===== src/rtl/conv_stream_ctrl.sv =====
// Stream controller wrapping a fixed-latency convolution datapath: admits AXI-Stream beats,
// tracks per-stage validity, and drains the pipeline with zero words at end of frame.
module conv_stream_ctrl #(
    parameter int WORD_WIDTH      = 128,
    parameter int WORDS_PER_IMAGE = 16384,
    parameter int PIPE_LAT        = 10
) (
    input  logic                  s_axis_aclk,
    input  logic                  s_axis_aresetn,
    input  logic [WORD_WIDTH-1:0] s_axis_tdata,
    input  logic                  s_axis_tvalid,
    input  logic                  s_axis_tlast,
    output logic                  s_axis_tready,
    output logic [WORD_WIDTH-1:0] m_axis_tdata,
    output logic                  m_axis_tvalid,
    output logic                  m_axis_tlast,
    input  logic                  m_axis_tready,
    output logic                  dp_step,
    output logic [WORD_WIDTH-1:0] dp_din,
    input  logic [WORD_WIDTH-1:0] dp_dout,
    output logic                  frame_done,
    output logic                  err_tlast,
    output logic [15:0]           frame_cnt
);

    localparam int CNT_W = (WORDS_PER_IMAGE > 1) ? $clog2(WORDS_PER_IMAGE) : 1;
    localparam logic [CNT_W-1:0] LAST_CNT = CNT_W'(WORDS_PER_IMAGE - 1);

    typedef enum logic [1:0] {IDLE, RUN, FLUSH} state_t;

    state_t              state_q;
    logic [PIPE_LAT-1:0] vld_q, vld_d, vld_shift;
    logic [CNT_W-1:0]    in_cnt_q, out_cnt_q;
    logic [15:0]         frame_cnt_q;
    logic                frame_done_q, err_tlast_q;
    logic                out_stall, s_fire, m_fire, flush_step, in_last, out_last;

    assign m_axis_tvalid = vld_q[PIPE_LAT-1];
    assign m_axis_tdata  = dp_dout;
    assign out_last      = (out_cnt_q == LAST_CNT);
    assign in_last       = (in_cnt_q == LAST_CNT);
    assign m_axis_tlast  = m_axis_tvalid & out_last;
    assign out_stall     = m_axis_tvalid & ~m_axis_tready;

    // Gated by reset so upstream never sees ready while the controller is held.
    assign s_axis_tready = s_axis_aresetn & (state_q != FLUSH) & ~out_stall;
    assign s_fire        = s_axis_tvalid & s_axis_tready;
    assign m_fire        = m_axis_tvalid & m_axis_tready;
    assign flush_step    = (state_q == FLUSH) & ~out_stall;
    assign dp_step       = s_fire | flush_step;
    assign dp_din        = (state_q == FLUSH) ? '0 : s_axis_tdata;

    assign frame_done = frame_done_q;
    assign err_tlast  = err_tlast_q;
    assign frame_cnt  = frame_cnt_q;

    generate
        if (PIPE_LAT == 1) begin : g_shift1
            assign vld_shift = s_fire;
        end else begin : g_shiftn
            assign vld_shift = {vld_q[PIPE_LAT-2:0], s_fire};
        end
    endgenerate

    // An output consumed during an input bubble must not be presented again, so its
    // valid bit is dropped even though the datapath itself does not advance.
    always_comb begin
        vld_d = vld_q;
        if (dp_step) begin
            vld_d = vld_shift;
        end else if (m_fire) begin
            vld_d[PIPE_LAT-1] = 1'b0;
        end
    end

    always_ff @(posedge s_axis_aclk or negedge s_axis_aresetn) begin
        if (!s_axis_aresetn) begin
            state_q      <= IDLE;
            vld_q        <= '0;
            in_cnt_q     <= '0;
            out_cnt_q    <= '0;
            frame_cnt_q  <= '0;
            frame_done_q <= 1'b0;
            err_tlast_q  <= 1'b0;
        end else begin
            vld_q        <= vld_d;
            frame_done_q <= 1'b0;
            err_tlast_q  <= 1'b0;

            if (s_fire) begin
                in_cnt_q    <= in_last ? '0 : in_cnt_q + 1'b1;
                err_tlast_q <= s_axis_tlast ^ in_last;
            end

            if (m_fire) begin
                out_cnt_q <= out_last ? '0 : out_cnt_q + 1'b1;
                if (out_last) begin
                    frame_done_q <= 1'b1;
                    frame_cnt_q  <= frame_cnt_q + 16'd1;
                end
            end

            // Frame boundaries come from the beat counters; tlast is only checked.
            case (state_q)
                IDLE, RUN: if (s_fire) state_q <= in_last ? FLUSH : RUN;
                FLUSH:     if (m_fire && out_last) state_q <= IDLE;
                default:   state_q <= IDLE;
            endcase
        end
    end

endmodule


===== config.mk =====
export PLATFORM = sky130hd
export DESIGN_NAME = conv_stream_ctrl
export DESIGN_NICKNAME = d
export VERILOG_FILES = /design/src/rtl/conv_stream_ctrl.sv
export SDC_FILE = /design/constraint.sdc
export NUM_CORES = 1
export LEC_CHECK = 0
export ABC_AREA = 1
export BUFFER_PORTS_ARGS = -buffer_cell sky130_fd_sc_hd__buf_2
export CAP_MARGIN = 20
export CORE_AREA = 2 2 210 212
export DETAILED_ROUTE_END_ITERATION = 7
export DIE_AREA = 0 0 212 214
export PLACE_DENSITY_LB_ADDON = 0.25
export SETUP_SLACK_MARGIN = 0.3
export SKIP_LAST_GASP = 1
export SLEW_MARGIN = 10
export SYNTH_ARGS = -nofsm -noshare
export SYNTH_HDL_FRONTEND = slang
export SYNTH_SLANG_ARGS = --single-unit

===== constraint.sdc =====
create_clock -name s_axis_aclk -period 1.7 [get_ports s_axis_aclk]
set_input_delay 0.17 -clock s_axis_aclk [delete_from_list [all_inputs] [get_ports s_axis_aclk]]
set_output_delay 0.17 -clock s_axis_aclk [all_outputs]
set_load 0.03 [all_outputs]

# Yosys cells after proc, flatten, opt, wreduce, memory -nomap -nowiden
# Index checks and enable logic that the tools add are counted.
dict set report word_totals {
  output_inout_bits 278
  wordCells 47
  input_bits 261
  reg_bits 58
}
dict set report classes {
  n_addsub 3
  n_bitwise 11
  n_mux 12
  n_eq_ne 7
  reduce_logical 6
}
# cell count
set ops {}
lappend ops {{2-to-1 mux 128 bit} 1}
lappend ops {{adder 14 x 1 -> 14 bit, second input constant} 2}
lappend ops {{equality test 14 bit, second input constant} 2}
lappend ops {{2-to-1 mux 14 bit} 2}
lappend ops {{adder 16 x 1 -> 16 bit, second input constant} 1}
lappend ops {{AND 1 bit} 7}
lappend ops {{2-to-1 mux 2 bit} 3}
lappend ops {{2-to-1 mux 1 bit} 5}
lappend ops {{!= test 2 bit, second input constant} 2}
lappend ops {{one-hot mux 2 bit (2 select lines)} 1}
lappend ops {{AND reduction 2 bit} 2}
lappend ops {{equality test 2 x 1 -> 1 bit, second input constant} 1}
lappend ops {{equality test 2 bit, second input constant} 1}
lappend ops {{zero test 2 bit} 1}
lappend ops {{!= test 2 x 1 -> 1 bit, second input constant} 1}
lappend ops {{NOT 1 bit} 2}
lappend ops {{nonzero test 2 bit} 1}
lappend ops {{OR reduction 2 bit} 1}
lappend ops {{logical AND 1 bit} 1}
lappend ops {{bitwise OR 1 bit} 1}
lappend ops {{XOR 1 bit} 1}

# Logic depth before layout (Yosys ltp)
dict set report depth {
  word_depth 7
  ltp_mapped 10
}

# Worst setup path after synthesis
# No wires, ideal clock.
dict set report synth_timing {
  path_type {reg-to-reg}
  start {register frame_cnt_q[0], in the netlist frame_cnt[0]}
  end {register frame_cnt_q[10], in the netlist frame_cnt[10]}
  path_buffers 0
  synth_period_minus_slack_ns 1.608
  required_ns 1.577
  path_stages_with_launch 7
  arrival_ns 1.485
  slack_ns 0.092
  cell_sequence {dfrtp_1 > ha_1 > inv_1 > nor3_1 > nand2_1 > o21ai_0 > nand2_1}
}
dict set report synth_via {
  elab_chain_len 1
}
# element line_no
set synth_rtl {}
lappend synth_rtl {{start, declared} 34} ;# logic [15:0] frame_cnt_q;
lappend synth_rtl {{start signal, assigned} 99} ;# frame_cnt_q <= frame_cnt_q + 16'd1;
lappend synth_rtl {{adder 16 x 1 -> 16 bit} 99}
# Every way passes these cells.
# A chain may end at the register's enable or synchronous reset.

# Worst setup path in the final report
dict set report layout_timing {
  start {register state_q[1]}
  end {output port dp_din[8]}
}
dict set report layout_via {
  elab_chain_len 2
}
# element line_no
set layout_rtl {}
lappend layout_rtl {{start, declared} 31} ;# state_t state_q;
lappend layout_rtl {{start signal, assigned} 105} ;# IDLE, RUN: if (s_fire) state_q <= in_last ? FLUSH : RUN;
lappend layout_rtl {{equality test 2 bit} 51} ;# assign dp_din = (state_q == FLUSH) ? '0 : s_axis_tdata;
lappend layout_rtl {{2-to-1 mux 128 bit} 51}
lappend layout_rtl {{end, declared} 19} ;# output logic [WORD_WIDTH-1:0] dp_din,
# Every way passes these cells.

==> out/results.md <==
## Outcome
- status: finished, final reports clean

## Place
- instance area at placement: 6550 sq um
- Setup Slack @ Placement: 134 ps
- RePlAce Congestion: 0.794
- post-placement cell count: 1533
- final HPWL from detailed placement: 21100 microns
- number of I/O port buffers: 282

## Power and ir drop
- share of power burned in registers: 37.5%
- clock power share: 38.5%
- Total Power: 4.52 mW
- design internal power: 3.11 mW
- net switching fraction of the power: 31.2%
- ratio of total power to cell area: 571 nW/um^2
- leakage component of the power: 4.51 nW
- logic gate share of total power: 24.0%
- IR drop worst, VDD: 0.000391 V
- Switching Power: 1.41 mW

## Route
- remaining design rule violation count: 0
- remaining number of nets flagged by the antenna check after routing: 0
- total routed wirelength: 25700 microns
- drt via density: 3.41
- post-detailed-route wirelength per cell: 16.1 microns
- first-pass iteration count of the detailed router: 4
- DR iter-0 viols: 182
- via count: 5433

## Layout
- filler-free cell count of the finished design: 1592
- Core Util, Final: 18.4%
- Final Net Count: 1263
- layout cells sized above 1: 51.6%
- most used cells in the layout excluding fill and tap cells: buf_2, inv_1, nand2_1
- area growth from synthesis to final layout: 53.6%
- summed area of non-filler cells in the final layout: 7910 sq um
- fill cell count: 4953
- most common library cell in the layout ignoring fill and taps: buf_2

## CTS
- number of buffers inserted during clock tree synthesis: 9
- H-tree lvl count: 3
- clock latency on the worst-skew pair: 340 ps
- clock tree from TritonCTS: done
- maximum buffer depth of the clock tree: 2
- register clock-pin slew on the reported worst setup and hold paths: 50 ps
- CTS root buf: clkbuf_16
- Hold Buf Count CTS: 0
- clock net sink count: 58

## Setup path
- reg2reg end: in_cnt_q[6]
- launching element type of the critical path: flip-flop
- critical path arrival: 1490 ps
- depth of the worst register-to-register path: 8
- data required time at the worst endpoint: 1530 ps
- element type at the critical path end: output pin
- source of the worst register-to-register timing path: state_q[1]
- worst-case register-to-register setup slack: 120 ps
- maximum fanout along the worst path: 14
- classification of the worst setup path: reg -> out

## Floorplan
- Core Region: 42900 sq um
- die area: 45400 sq um
- row count: 76
- die outline width: 212 microns
- # IOs: 539
- starting utilization of the core area: 12.0%
- overall die height: 214 microns

## STA
- final hold vios: 0
- max-slew violations: 0
- post-route fraction of the period consumed by the critical path: 97.8%
- RSZ-0062 raised after global routing: yes
- final-layout setup total negative slack: 0 ps
- Final Worst Setup Slack: 38.0 ps
- Max Freq: 602 MHz
- hold_ws: 0.640 ps
- transition at the pin with the smallest max-transition slack: 421 ps
- final setup vio count: 0
- Final min period: 1660 ps
- Worst Skew: 7.43 ps
- Worst slew margin: 71.9%

## Yosys
- fraction of the yosys area taken by sequential cells: 28.2%
- top cell type's share of synthesized area: 28.2%
- synthesized area per cell: 6.49 sq um
- instance count of the mapped netlist: 794
- leading cell types by total area after synthesis: dfrtp_1, buf_4, nor2_1, inv_1, nand2_1
- leading area contributor after synthesis: dfrtp_1
- Netlist Area Pre-Place: 5150 sq um
- flip-flop and latch count after synthesis: 58
- Syn. warnings: 0
- number of distinct library cells after synthesis: 33
- net count after synthesis: 1058

## Global routing
- gr ovfl total: 0
- largest net degree at the start of global routing: 32
- vias in the first global route: 5432
- number of antenna violations at the first check in global routing: 10
- wire length of the first global-routing pass: 36000 microns
- Total Routing Usage GR: 10.9%

## Run
- number of violations of the max-capacitance limit: 0

## Min path
- Hold/Removal Path Class: in -> async

==> cells by family after synthesis <==
kind of cell,Yosys count,synth area share (%)
AO/OA/AOI/OAI,29,3.13
XOR/XNOR,14,2.38
buffers and inverters,319,33.5
adder cells (fa/ha/maj),3,0.729
flip-flops,58,28.2
multiplexers,2,0.389
AND/OR/NAND/NOR,369,31.7
==> worst max path at each step <==
| stage | startpoint | endpoint | slack (ps) | depth (start not counted) |
|---|---|---|---|---|
| 2_1_floorplan | state_q[1] | dp_din[107] | 200 | 5 |
| 3_3_place_gp | vld_q[9] | in_cnt_q[6] | 170 | 6 |
| 3_5_place_dp | state_q[0] | dp_step | 130 | 6 |
| 4_1_cts | out_cnt_q[1] | m_axis_tlast | 7 | 8 |
| 5_1_grt | state_q[0] | dp_din[53] | -30 | 6 |
| 6_report | state_q[1] | dp_din[8] | 40 | 5 |
==> critical path: stages, from the launching register on <==
cell	delay, ps
dfrtp_2	440
nand2_8	150
inv_16	70
buf_12	160
nor2_1	100
clkbuf_4	200
==> final cells by class <==
| class | instances | area (sq um) | area share, % |
|---|---|---|---|
| multi-input combinational | 419 | 2500 | 31.6 |
| timing repair inverter | 1 | 11.3 | 0.142 |
| inverter | 172 | 667 | 8.43 |
| timing repair buffer | 338 | 2250 | 28.4 |
| antenna | 3 | 7.51 | 0.0949 |
| clock buffer | 14 | 274 | 3.46 |
| tap | 585 | 732 | 9.25 |
| sequential | 58 | 1460 | 18.5 |
| clock inverter | 2 | 10.0 | 0.127 |
==> power by group through the flow <==
stage	combinational, mW	clock, mW	sequential (mW)
global placement	0.795	0	1.70
global route	1.20	1.88	1.71
CTS	0.962	1.80	1.68
finish	1.08	1.74	1.70
floorplan	0.969	0	1.69
detailed placement	0.800	0	1.71
==> Yosys cell counts, drive strengths merged <==
| master | count |
|---|---|
| mux2i | 2 |
| nor3 | 7 |
| nor2 | 186 |
| o21ai | 20 |
| o22ai | 1 |
| inv | 172 |
| ha | 3 |
| nand4 | 10 |
| nand3b | 5 |
| clkbuf | 1 |
| buf | 146 |
| dfrtp | 58 |
| xor2 | 8 |
| nand3 | 33 |
| nand2 | 127 |
| xnor2 | 6 |
| a21oi | 8 |
| and2 | 1 |
==> flip-flops by register name, indices dropped and copies added (netlist names) <==
signal	cells
frame_cnt	16
in_cnt_q	14
out_cnt_q	14
vld_q	10
state_q	2
err_tlast	1
frame_done	1
==> metal layers <==
metal	up-vias	share of wire [%]	global-route usage (%)
met5	-	0.40	0
met4	16	4.0	4.41
met3	83	9.3	4.16
met2	229	44	16.9
met1	2503	42	13.5
li1	2602	-	-
==> what timing repair did <==
item / CTS / global route
pin swaps: 15 / 49
buffers inserted: 17 / 18
cloned: 4 / 1
gates resized for setup: 111 / 130
setup endpoints to repair: 178 / 184
Note: power is estimated with default switching activity, not from simulation.
